--- src/rtl/velocity_update_stage_if.sv ---
// Cache/control bundle between a velocity update stage and its cell caches.
interface velocity_update_stage_if;
    logic        ready;
    logic        double_buffer;
    logic        done;
    logic [31:0] raddr;
    logic [96:0] r_f;
    logic [96:0] r_v;
    logic [31:0] waddr;
    logic [96:0] w_v;
    logic        v_we;
    logic        f_we;
    logic [31:0] faddr;

    modport master (
        input  ready, double_buffer, r_f, r_v,
        output done, raddr, waddr, w_v, v_we, f_we, faddr
    );

    modport slave (
        output ready, double_buffer, r_f, r_v,
        input  done, raddr, waddr, w_v, v_we, f_we, faddr
    );
endinterface

--- src/rtl/velocity_update_stage.sv ---
// Per-cell velocity integrator: streams force/velocity caches, writes v + (f >>> DT_SHIFT)
// into the opposite velocity bank, clears each force entry and raises done.
module velocity_update_stage #(
    parameter int unsigned DEPTH    = 256,
    parameter int unsigned DT_SHIFT = 8
) (
    input logic                     clk,
    input logic                     reset,
    velocity_update_stage_if.master bus
);
    localparam int unsigned AW = 32;
    localparam int unsigned CW = $clog2(DEPTH) + 1;
    localparam int unsigned IW = (DEPTH > 1) ? $clog2(DEPTH) : 1;

    typedef enum logic [1:0] {IDLE, RUN, DRAIN, DONE} state_t;

    state_t        state;
    logic          bank;
    logic [CW-1:0] iss;
    logic [IW-1:0] a_idx;
    logic [IW-1:0] d_idx;
    logic          a_vld;
    logic          d_vld;
    logic [AW-1:0] rb;
    logic [AW-1:0] wb;
    logic          term;
    logic [96:0]   upd;
    logic          unused_f_valid;

    // One saturating Q16.16 component update
    function automatic logic [31:0] sat_add(input logic [31:0] v, input logic [31:0] f);
        logic signed [31:0] fs;
        logic [32:0]        sum;
        fs  = $signed(f) >>> DT_SHIFT;
        sum = {v[31], v} + {fs[31], fs};
        if (sum[32] != sum[31])
            sat_add = sum[32] ? 32'h8000_0000 : 32'h7FFF_FFFF;
        else
            sat_add = sum[31:0];
    endfunction

    assign unused_f_valid = bus.r_f[96];

    always_comb begin
        rb   = bank ? AW'(DEPTH) : '0;
        wb   = bank ? '0 : AW'(DEPTH);
        term = d_vld && !bus.r_v[96];
        upd  = {1'b1,
                sat_add(bus.r_v[95:64], bus.r_f[95:64]),
                sat_add(bus.r_v[63:32], bus.r_f[63:32]),
                sat_add(bus.r_v[31:0],  bus.r_f[31:0])};
    end

    // a_vld: a read address is on raddr this cycle; d_vld: its data is on r_v/r_f this cycle
    always_ff @(posedge clk or negedge reset) begin
        if (!reset) begin
            state     <= IDLE;
            bank      <= 1'b0;
            iss       <= '0;
            a_idx     <= '0;
            d_idx     <= '0;
            a_vld     <= 1'b0;
            d_vld     <= 1'b0;
            bus.done  <= 1'b0;
            bus.raddr <= '0;
            bus.waddr <= '0;
            bus.faddr <= '0;
            bus.w_v   <= '0;
            bus.v_we  <= 1'b0;
            bus.f_we  <= 1'b0;
        end else begin
            bus.v_we <= 1'b0;
            bus.f_we <= 1'b0;
            unique case (state)
                IDLE: begin
                    if (bus.ready && !bus.done) begin
                        bank      <= bus.double_buffer;
                        bus.raddr <= bus.double_buffer ? AW'(DEPTH) : '0;
                        a_idx     <= '0;
                        a_vld     <= 1'b1;
                        d_vld     <= 1'b0;
                        iss       <= CW'(1);
                        state     <= (DEPTH == 1) ? DRAIN : RUN;
                    end
                end
                RUN, DRAIN: begin
                    d_vld <= a_vld;
                    d_idx <= a_idx;
                    if (d_vld) begin
                        bus.v_we  <= 1'b1;
                        bus.waddr <= wb + AW'(d_idx);
                        bus.w_v   <= term ? '0 : upd;
                        bus.f_we  <= !term;
                        if (!term)
                            bus.faddr <= rb + AW'(d_idx);
                    end
                    // Terminator: drop every read still in flight
                    if (term) begin
                        a_vld <= 1'b0;
                        d_vld <= 1'b0;
                        state <= DRAIN;
                    end else if (state == RUN) begin
                        bus.raddr <= rb + AW'(iss);
                        a_idx     <= IW'(iss);
                        a_vld     <= 1'b1;
                        iss       <= iss + CW'(1);
                        if (iss == CW'(DEPTH - 1))
                            state <= DRAIN;
                    end else begin
                        a_vld <= 1'b0;
                        if (!a_vld && !d_vld) begin
                            bus.done <= 1'b1;
                            state    <= DONE;
                        end
                    end
                end
                DONE: begin
                    if (!bus.ready) begin
                        bus.done <= 1'b0;
                        state    <= IDLE;
                    end
                end
            endcase
        end
    end
endmodule

--- src/flat_wrapper.sv ---
// flat-port wrapper written by rule: the top's interface ports become plain ports
module velocity_update_stage_flat 
#(
    parameter int unsigned DEPTH    = 256,
    parameter int unsigned DT_SHIFT = 8
)
  (clk, reset, bus_ready, bus_double_buffer, bus_r_f, bus_r_v, bus_done, bus_raddr, bus_waddr, bus_w_v, bus_v_we, bus_f_we, bus_faddr);
  velocity_update_stage_if bus_i ();
  input logic clk;
  input logic reset;
  input wire logic [$bits(bus_i.ready)-1:0] bus_ready;
  input wire logic [$bits(bus_i.double_buffer)-1:0] bus_double_buffer;
  input wire logic [$bits(bus_i.r_f)-1:0] bus_r_f;
  input wire logic [$bits(bus_i.r_v)-1:0] bus_r_v;
  output wire logic [$bits(bus_i.done)-1:0] bus_done;
  output wire logic [$bits(bus_i.raddr)-1:0] bus_raddr;
  output wire logic [$bits(bus_i.waddr)-1:0] bus_waddr;
  output wire logic [$bits(bus_i.w_v)-1:0] bus_w_v;
  output wire logic [$bits(bus_i.v_we)-1:0] bus_v_we;
  output wire logic [$bits(bus_i.f_we)-1:0] bus_f_we;
  output wire logic [$bits(bus_i.faddr)-1:0] bus_faddr;
  assign bus_i.ready = bus_ready;
  assign bus_i.double_buffer = bus_double_buffer;
  assign bus_i.r_f = bus_r_f;
  assign bus_i.r_v = bus_r_v;
  assign bus_done = bus_i.done;
  assign bus_raddr = bus_i.raddr;
  assign bus_waddr = bus_i.waddr;
  assign bus_w_v = bus_i.w_v;
  assign bus_v_we = bus_i.v_we;
  assign bus_f_we = bus_i.f_we;
  assign bus_faddr = bus_i.faddr;
  velocity_update_stage #(.DEPTH(DEPTH), .DT_SHIFT(DT_SHIFT)) u_core (.clk(clk), .reset(reset), .bus(bus_i));
endmodule
--- config.mk ---
export PLATFORM = sky130hd
export DESIGN_NAME = velocity_update_stage_flat
export DESIGN_NICKNAME = d
export VERILOG_FILES = /design/src/rtl/velocity_update_stage_if.sv /design/src/rtl/velocity_update_stage.sv /design/src/flat_wrapper.sv
export SDC_FILE = /design/constraint.sdc
export NUM_CORES = 1
export LEC_CHECK = 0
export CORE_MARGIN = 1.5
export CORE_UTILIZATION = 30
export CTS_CLUSTER_DIAMETER = 150
export DETAILED_ROUTE_END_ITERATION = 6
export GPL_ROUTABILITY_DRIVEN = 0
export MAX_ROUTING_LAYER = met4
export SYNTH_ARGS = -nofsm -noshare
export SYNTH_HDL_FRONTEND = slang
export SYNTH_SLANG_ARGS = --single-unit
export TNS_END_PERCENT = 30
--- constraint.sdc ---
create_clock -name clk -period 3.2 [get_ports clk]
set_input_delay 0.96 -clock clk [delete_from_list [all_inputs] [get_ports clk]]
set_output_delay 0.96 -clock clk [all_outputs]
set_load 0.005 [all_outputs]
# After elaboration in Yosys (flattened, before gate mapping)
# Index checks and enable logic that the tools add are counted.
# word_totals
output_inout_bits	196
word_cells	101
register_bits	226
inputBits	198
# classes
muxes	45
n_eq_ne	15
reduce_logical	19
n_addsub	7
n_bitwise	1
# ops
cell	count
32-bit 2-to-1 mux	9
32-bit by 24-bit adder with 33-bit output	3
97-bit 2-to-1 mux	1
32-bit by 8-bit adder with 32-bit output	2
32-bit case mux with 2 select lines	1
9-bit 2-to-1 mux	6
32-bit by 9-bit adder with 32-bit output	1
8-bit 2-to-1 mux	3
9-bit case mux with 2 select lines	1
8-bit case mux with 2 select lines	1
1-bit 2-to-1 mux	13
2-bit 2-to-1 mux	6
9-bit by 1-bit adder with 9-bit output (second input constant)	1
9-bit by 8-bit equality test with 1-bit output (second input constant)	1
4-bit AND reduction	2
2-bit by 1-bit != test with 1-bit output (second input constant)	3
2-bit != test (second input constant)	3
1-bit case mux with 2 select lines	3
2-bit case mux with 3 select lines	1
2-bit AND reduction	3
1-bit logical NOT	5
5-bit AND reduction	1
2-bit equality test (second input constant)	2
4-bit by 1-bit != test with 1-bit output (second input constant)	1
other kinds (9)	14

# Depth between registers and ports, before layout
# logic_depth
depth_word	6
ltp_mapped	20
mapped_depth_nobuf	17

# Least setup slack after synthesis
# OpenSTA, ideal clock, no wires.
# synth_path
path_type	input -> register
start	input port bus_r_v[34]
end	register u_core.bus.w_v[59]
path_stages	19
arrival_ns	4.997
path_buffers	2
setup_slack_ns	-1.918
path_cell_list	ha_1 > o21ai_0 > nor2_1 > a31oi_1 > a21oi_2 > o41a_1 > a311o_2 > a221oi_4 > mux2_4 > a2111o_1 > ha_1 > clkbuf_1 > inv_1 > nor2_1 > o211ai_1 > nand2_1 > clkbuf_1 > a21oi_1 > a22o_1
# synth_via
elab_chain_cells	4
elab_cells_between_ends	5
classes_between	1 x add/sub; 1 x eq/ne; 3 x mux
# synth_rtl
element	line_no	text
start: declaration	flat_wrapper.sv:14	input wire logic [$bits(bus_i.r_v)-1:0] bus_r_v;
32-bit by 24-bit adder with 33-bit output (*)	velocity_update_stage.sv:35	sum = {v[31], v} + {fs[31], fs};
32-bit 2-to-1 mux / 1-bit != test (equally long branches)	velocity_update_stage.sv:37, velocity_update_stage.sv:36	
32-bit 2-to-1 mux (*)	velocity_update_stage.sv:36	if (sum[32] != sum[31])
97-bit 2-to-1 mux (*)	velocity_update_stage.sv:92	bus.w_v <= term ? '0 : upd;
end signal: assignment	velocity_update_stage.sv:92	
end: declaration	velocity_update_stage_if.sv:17	output done, raddr, waddr, w_v, v_we, f_we, faddr
# Every way passes the cells marked *; elsewhere a longest branch is shown, timed or not.
# A chain may end at the register's enable or synchronous reset.

# Worst setup path after layout
# layout_path
start	input port bus_r_f[54]
end	register u_core.bus.w_v[59]
# layout_via
elab_chain_cells	4
elab_cells_between_ends	5
classes_between	1 x add/sub; 1 x eq/ne; 3 x mux
# layout_rtl
element	line_no	text
start: declaration	flat_wrapper.sv:13	input wire logic [$bits(bus_i.r_f)-1:0] bus_r_f;
32-bit by 24-bit adder with 33-bit output (*)	velocity_update_stage.sv:35	
32-bit 2-to-1 mux / 1-bit != test (equally long branches)	velocity_update_stage.sv:37, velocity_update_stage.sv:36	
32-bit 2-to-1 mux (*)	velocity_update_stage.sv:36	
97-bit 2-to-1 mux (*)	velocity_update_stage.sv:92	
# Marked as above.

==> run_results.csv <==
group,metric,value,unit
run_status,status,"complete, but fails checks",
run_status,violations_in_the_final_reports,"negative setup slack",
sta,period_minus_slack,4540,ps
setup_path,worstPathCellList,"clkdlybuf4s50_1 > ha_4 > nor2b_2 > o41a_1 > a311o_2 > a221oi_4 > mux2_4 > a2111o_1 > ha_4 > inv_2 > nor2_2 > o211ai_1 > nand2_2 > buf_12 > buf_12 > a21oi_2 > a22o_1",
clock_network,cts_tree,"built",
cells_and_area,area_growth_syn_to_layout,61.9,%
clock_network,insertion_delay,430,ps
drt,detailroute.wirelength.met3,1480,um
drt,ant_nets,0,
cells_and_area,layout.filler_cells,3648,
die,ios,394,
place,numPortBuffers,300,
clock_network,root_buffer,"sky130_fd_sc_hd__clkbuf_16",
logic_synthesis,syn_avg_cell_area,8.32,um^2
drt,drt_wl_total,37700,um
power,clock_power_share,18.4,%
logic_synthesis,cell_types_with_the_largest_area_share_after_synthesis,"sky130_fd_sc_hd__dfrtp_1 32%, sky130_fd_sc_hd__ha_1 12%, sky130_fd_sc_hd__nand2_1 6.6%",
sta,final_hold_viol_count,0,
power,internal_power,0.00714,W
logic_synthesis,yosysTopAreaCell,"sky130_fd_sc_hd__dfrtp_1",
place,placedCellCount,2468,
logic_synthesis,netlist_top_cells_count,"203 x sky130_fd_sc_hd__nand2_1, 150 x sky130_fd_sc_hd__dfrtp_1, 150 x sky130_fd_sc_hd__o21ai_0",
logic_synthesis,synth_largest_type_area_fraction,32.5,%
logic_synthesis,syn-cell-area,0.0116,mm^2
setup_path,cp_slowest_stage_delay,530,ps
clock_network,worst_setup_hold_path_clk_slew,70,ps
sta,rsz0062_at_grt,"yes",
cells_and_area,design.final.nets,2325,
setup_path,first_element_of_the_critical_path,"bus_r_f[54]",
sta,maxSlewHeadroom,54.0,%
logic_synthesis,synth-edff-count,0,
global_routing,gr-usage-all-layers,19.3,%
power,seq_power_share,27.9,%
clock_network,cts-buffers-inserted,17,
die,floorplan.die.width,199,um
sta,fmaxAchievable,0.220,GHz
drt,met1_length,16900,um
setup_path,endpoint,"u_core.bus.w_v[59]$_DFFE_PN0P_",
setup_path,endpoint_kind,"flop",
setup_path,required_arrival_time_at_the_worst_endpoint,3520,ps
min_path,min-delay-start,"u_core.bus.faddr[0]$_DFFE_PN0P_",
global_routing,initial_antenna_violation_count,1,
drt,drt-wirelength-per-cell,14.8,um
cells_and_area,number_of_cells_in_the_finished_layout_apart_from_fillers,2540,
global_routing,globalRoute.totalOverflow,0,
min_path,hold_path_class,"reg2reg",
place,hpwlAfterDp,28700,um
sta,max_clock_skew,12.8,ps
clock_network,clock_sinks,150,
place,placedInstanceArea,0.0173,mm^2
sta,final-max-slew-violation-count,0,
drt,firstDrtPassIters,5,
logic_synthesis,synthesis.instances,1390,
power,combinationalPowerShare,53.7,%
cells_and_area,final_design_area_no_fill,0.0187,mm^2
global_routing,maximum_number_of_pins_on_one_net_before_global_route_repair,114,
setup_path,crit_path_max_fanout,5,
power,netSwitchingPower,0.00444,W
drt,vias,12000,
cells_and_area,layout-drive-gt1-share,25.7,%
logic_synthesis,synth.yosys.warnings,0,
logic_synthesis,async_flop_share,100,%
setup_path,cp_data_arrival_time,4870,ps
logic_synthesis,synth_flop_cell,"sky130_fd_sc_hd__dfrtp_1",
die,initial_core_util,30.6,%
die,core,0.0378,mm^2
flow_run,timing.max_cap.violations,0,
setup_path,worst-r2r-setup-slack,940,ps
power,swShare,38.3,%
logic_synthesis,dominant_cell_by_count_in_the_synthesized_netlist,"sky130_fd_sc_hd__nand2_1",
power,p_leak,8.88,nW
clock_network,cts.htree.levels,4,
logic_synthesis,ys_ff_latch,150,
global_routing,grt_pass1_wl,60000,um
setup_path,regToRegStartpoint,"u_core.state[0]$_DFFE_PN0P_",
setup_path,worst_path_max_delay_cell,"sky130_fd_sc_hd__clkdlybuf4s50_1",
sta,finalSetupViolCount,96,
setup_path,timing.rr.end,"u_core.bus.w_v[62]$_DFFE_PN0P_",
power,ir_drop,0.000604,V
power,power_density,618,mW/mm^2
drt,wl_met2,18500,um
clock_network,clock_tree.buffer_depth,2,
setup_path,setup.worst_path.class,"in2reg",
logic_synthesis,post_synth_num_cell_types,78,
drt,topRoutingLayerUsed,"met4",
drt,drt_drc_violations_left,0,
global_routing,first_global_vias,12300,
die,design.die.area,0.0397,mm^2
setup_path,critPathLaunchType,"input port",
die,chipHeight,199,um
sta,postLayoutSetupSlackWorst,-1340,ps
drt,via_per_inst,4.74,
die,core.rowCount,71,
sta,max_slew.worst_pin.slew,681,ps
drt,first_iter_violations,396,
logic_synthesis,synth.yosys.seq_area_share,32.5,%
setup_path,r2r_cells,12,
sta,fin_crit_sh,142,%
per-layer routing:
layer,GRT usage (%),up-vias
met4,5.89,0
met5,-,-
met1,23.7,5650
met3,2.85,60
met2,32.7,288
li1,-,6043
state kept, by name, summed over array words and instances, names as in the netlist, 2 cells and up:
signal            count
u_core.d_idx          8
u_core.bus.faddr      9
u_core.state          2
u_core.iss            9
u_core.bus.w_v       97
u_core.bus.waddr      9
u_core.a_idx          7
u_core.bus.raddr      3
stage by stage:
| stage | hold slack (ps) | util [%] | total power (W) | setup TNS, ps | setup WS (ps) |
|---|---|---|---|---|---|
| 6_report | 476 | 49.5 | 0.0116 | -98780 | -1340 |
| 5_1_grt | 503 | 49.5 | 0.0125 | -114610 | -1460 |
| 4_1_cts | 481 | 49.0 | 0.0117 | -97030 | -1280 |
| 3_5_place_dp | 463 | 45.8 | 0.00914 | -181550 | -2260 |
| 3_3_place_gp | 458 | 45.8 | 0.00900 | -177820 | -2200 |
| 2_1_floorplan | 453 | - | 0.00610 | -107620 | -1510 |
critical path, delay by kind of cell:
family | cells | cell delay, ps
muxes | 1 | 340
and+or+nand+nor | 3 | 380
AOI/OAI and AO/OA | 7 | 1850
buffers and inverters | 4 | 810
adders and majority gates | 2 | 550
power by group through the flow:
stage               Combinational (W)  Sequential [W]  Clock (W)
detailed placement            0.00589         0.00325          0
floorplan                     0.00290         0.00320          0
global route                  0.00690         0.00334    0.00228
CTS                           0.00622         0.00324    0.00220
finish                        0.00622         0.00323    0.00213
global placement              0.00576         0.00324          0
worst min path at each step:
stage	slack [ps]	endpoint	cells after the start
floorplan	450	u_core.bus.faddr[0]$_DFFE_PN0P_	2
CTS	480	u_core.bus.faddr[0]$_DFFE_PN0P_	2
global route	500	u_core.bus.w_v[74]$_DFFE_PN0P_	2
finish	480	u_core.bus.faddr[0]$_DFFE_PN0P_	2
global placement	460	u_core.bus.faddr[0]$_DFFE_PN0P_	2
detailed placement	460	u_core.bus.faddr[0]$_DFFE_PN0P_	2
layout make-up:
cell class	count	area [um^2]	share of cell area, %
Inverter	41	154	0.822
Clock buffer	18	429	2.29
Timing Repair Buffer	656	5800	31.0
Antenna cell	1	2.50	0.0134
Sequential cell	150	3750	20.1
Multi-Input combinational cell	1149	7760	41.5
Tap cell	511	639	3.42
Clock inverter	14	178	0.949
cell usage in the layout, fill, tap and decap left out, types with 48 or more instances in the layout:
cell	netlist	layout
sky130_fd_sc_hd__conb_1	1	68
sky130_fd_sc_hd__xnor2_1	49	48
sky130_fd_sc_hd__nor2_1	138	135
sky130_fd_sc_hd__ha_1	109	88
sky130_fd_sc_hd__nand2_1	203	199
sky130_fd_sc_hd__buf_4	68	340
sky130_fd_sc_hd__o21ai_0	150	91
sky130_fd_sc_hd__clkdlybuf4s50_1	0	260
sky130_fd_sc_hd__dfrtp_1	150	150
sky130_fd_sc_hd__a21oi_1	101	91
logic make-up (layout without fill, tap and decap cells):
group	after synthesis	count (layout)	share of synthesized area, %
compound gates	424	424	23.2
xor+xnor	73	73	5.53
fa+ha+maj	112	112	12.3
buf+inv	158	729	7.39
flops	150	150	32.5
mux	23	23	2.22
other cells	1	69	0.0324
simple gates	449	449	16.8
repair_timing:
| item | CTS | global route |
|---|---|---|
| pin swaps | 70 | 25 |
| hold buffers | 0 | 0 |
| setup endpoints to repair | 96 | 96 |
| buffers inserted | 37 | 7 |
| gates resized for setup | 194 | 44 |
| cloned | 2 | 0 |
Note: power is estimated with default switching activity, not from simulation.
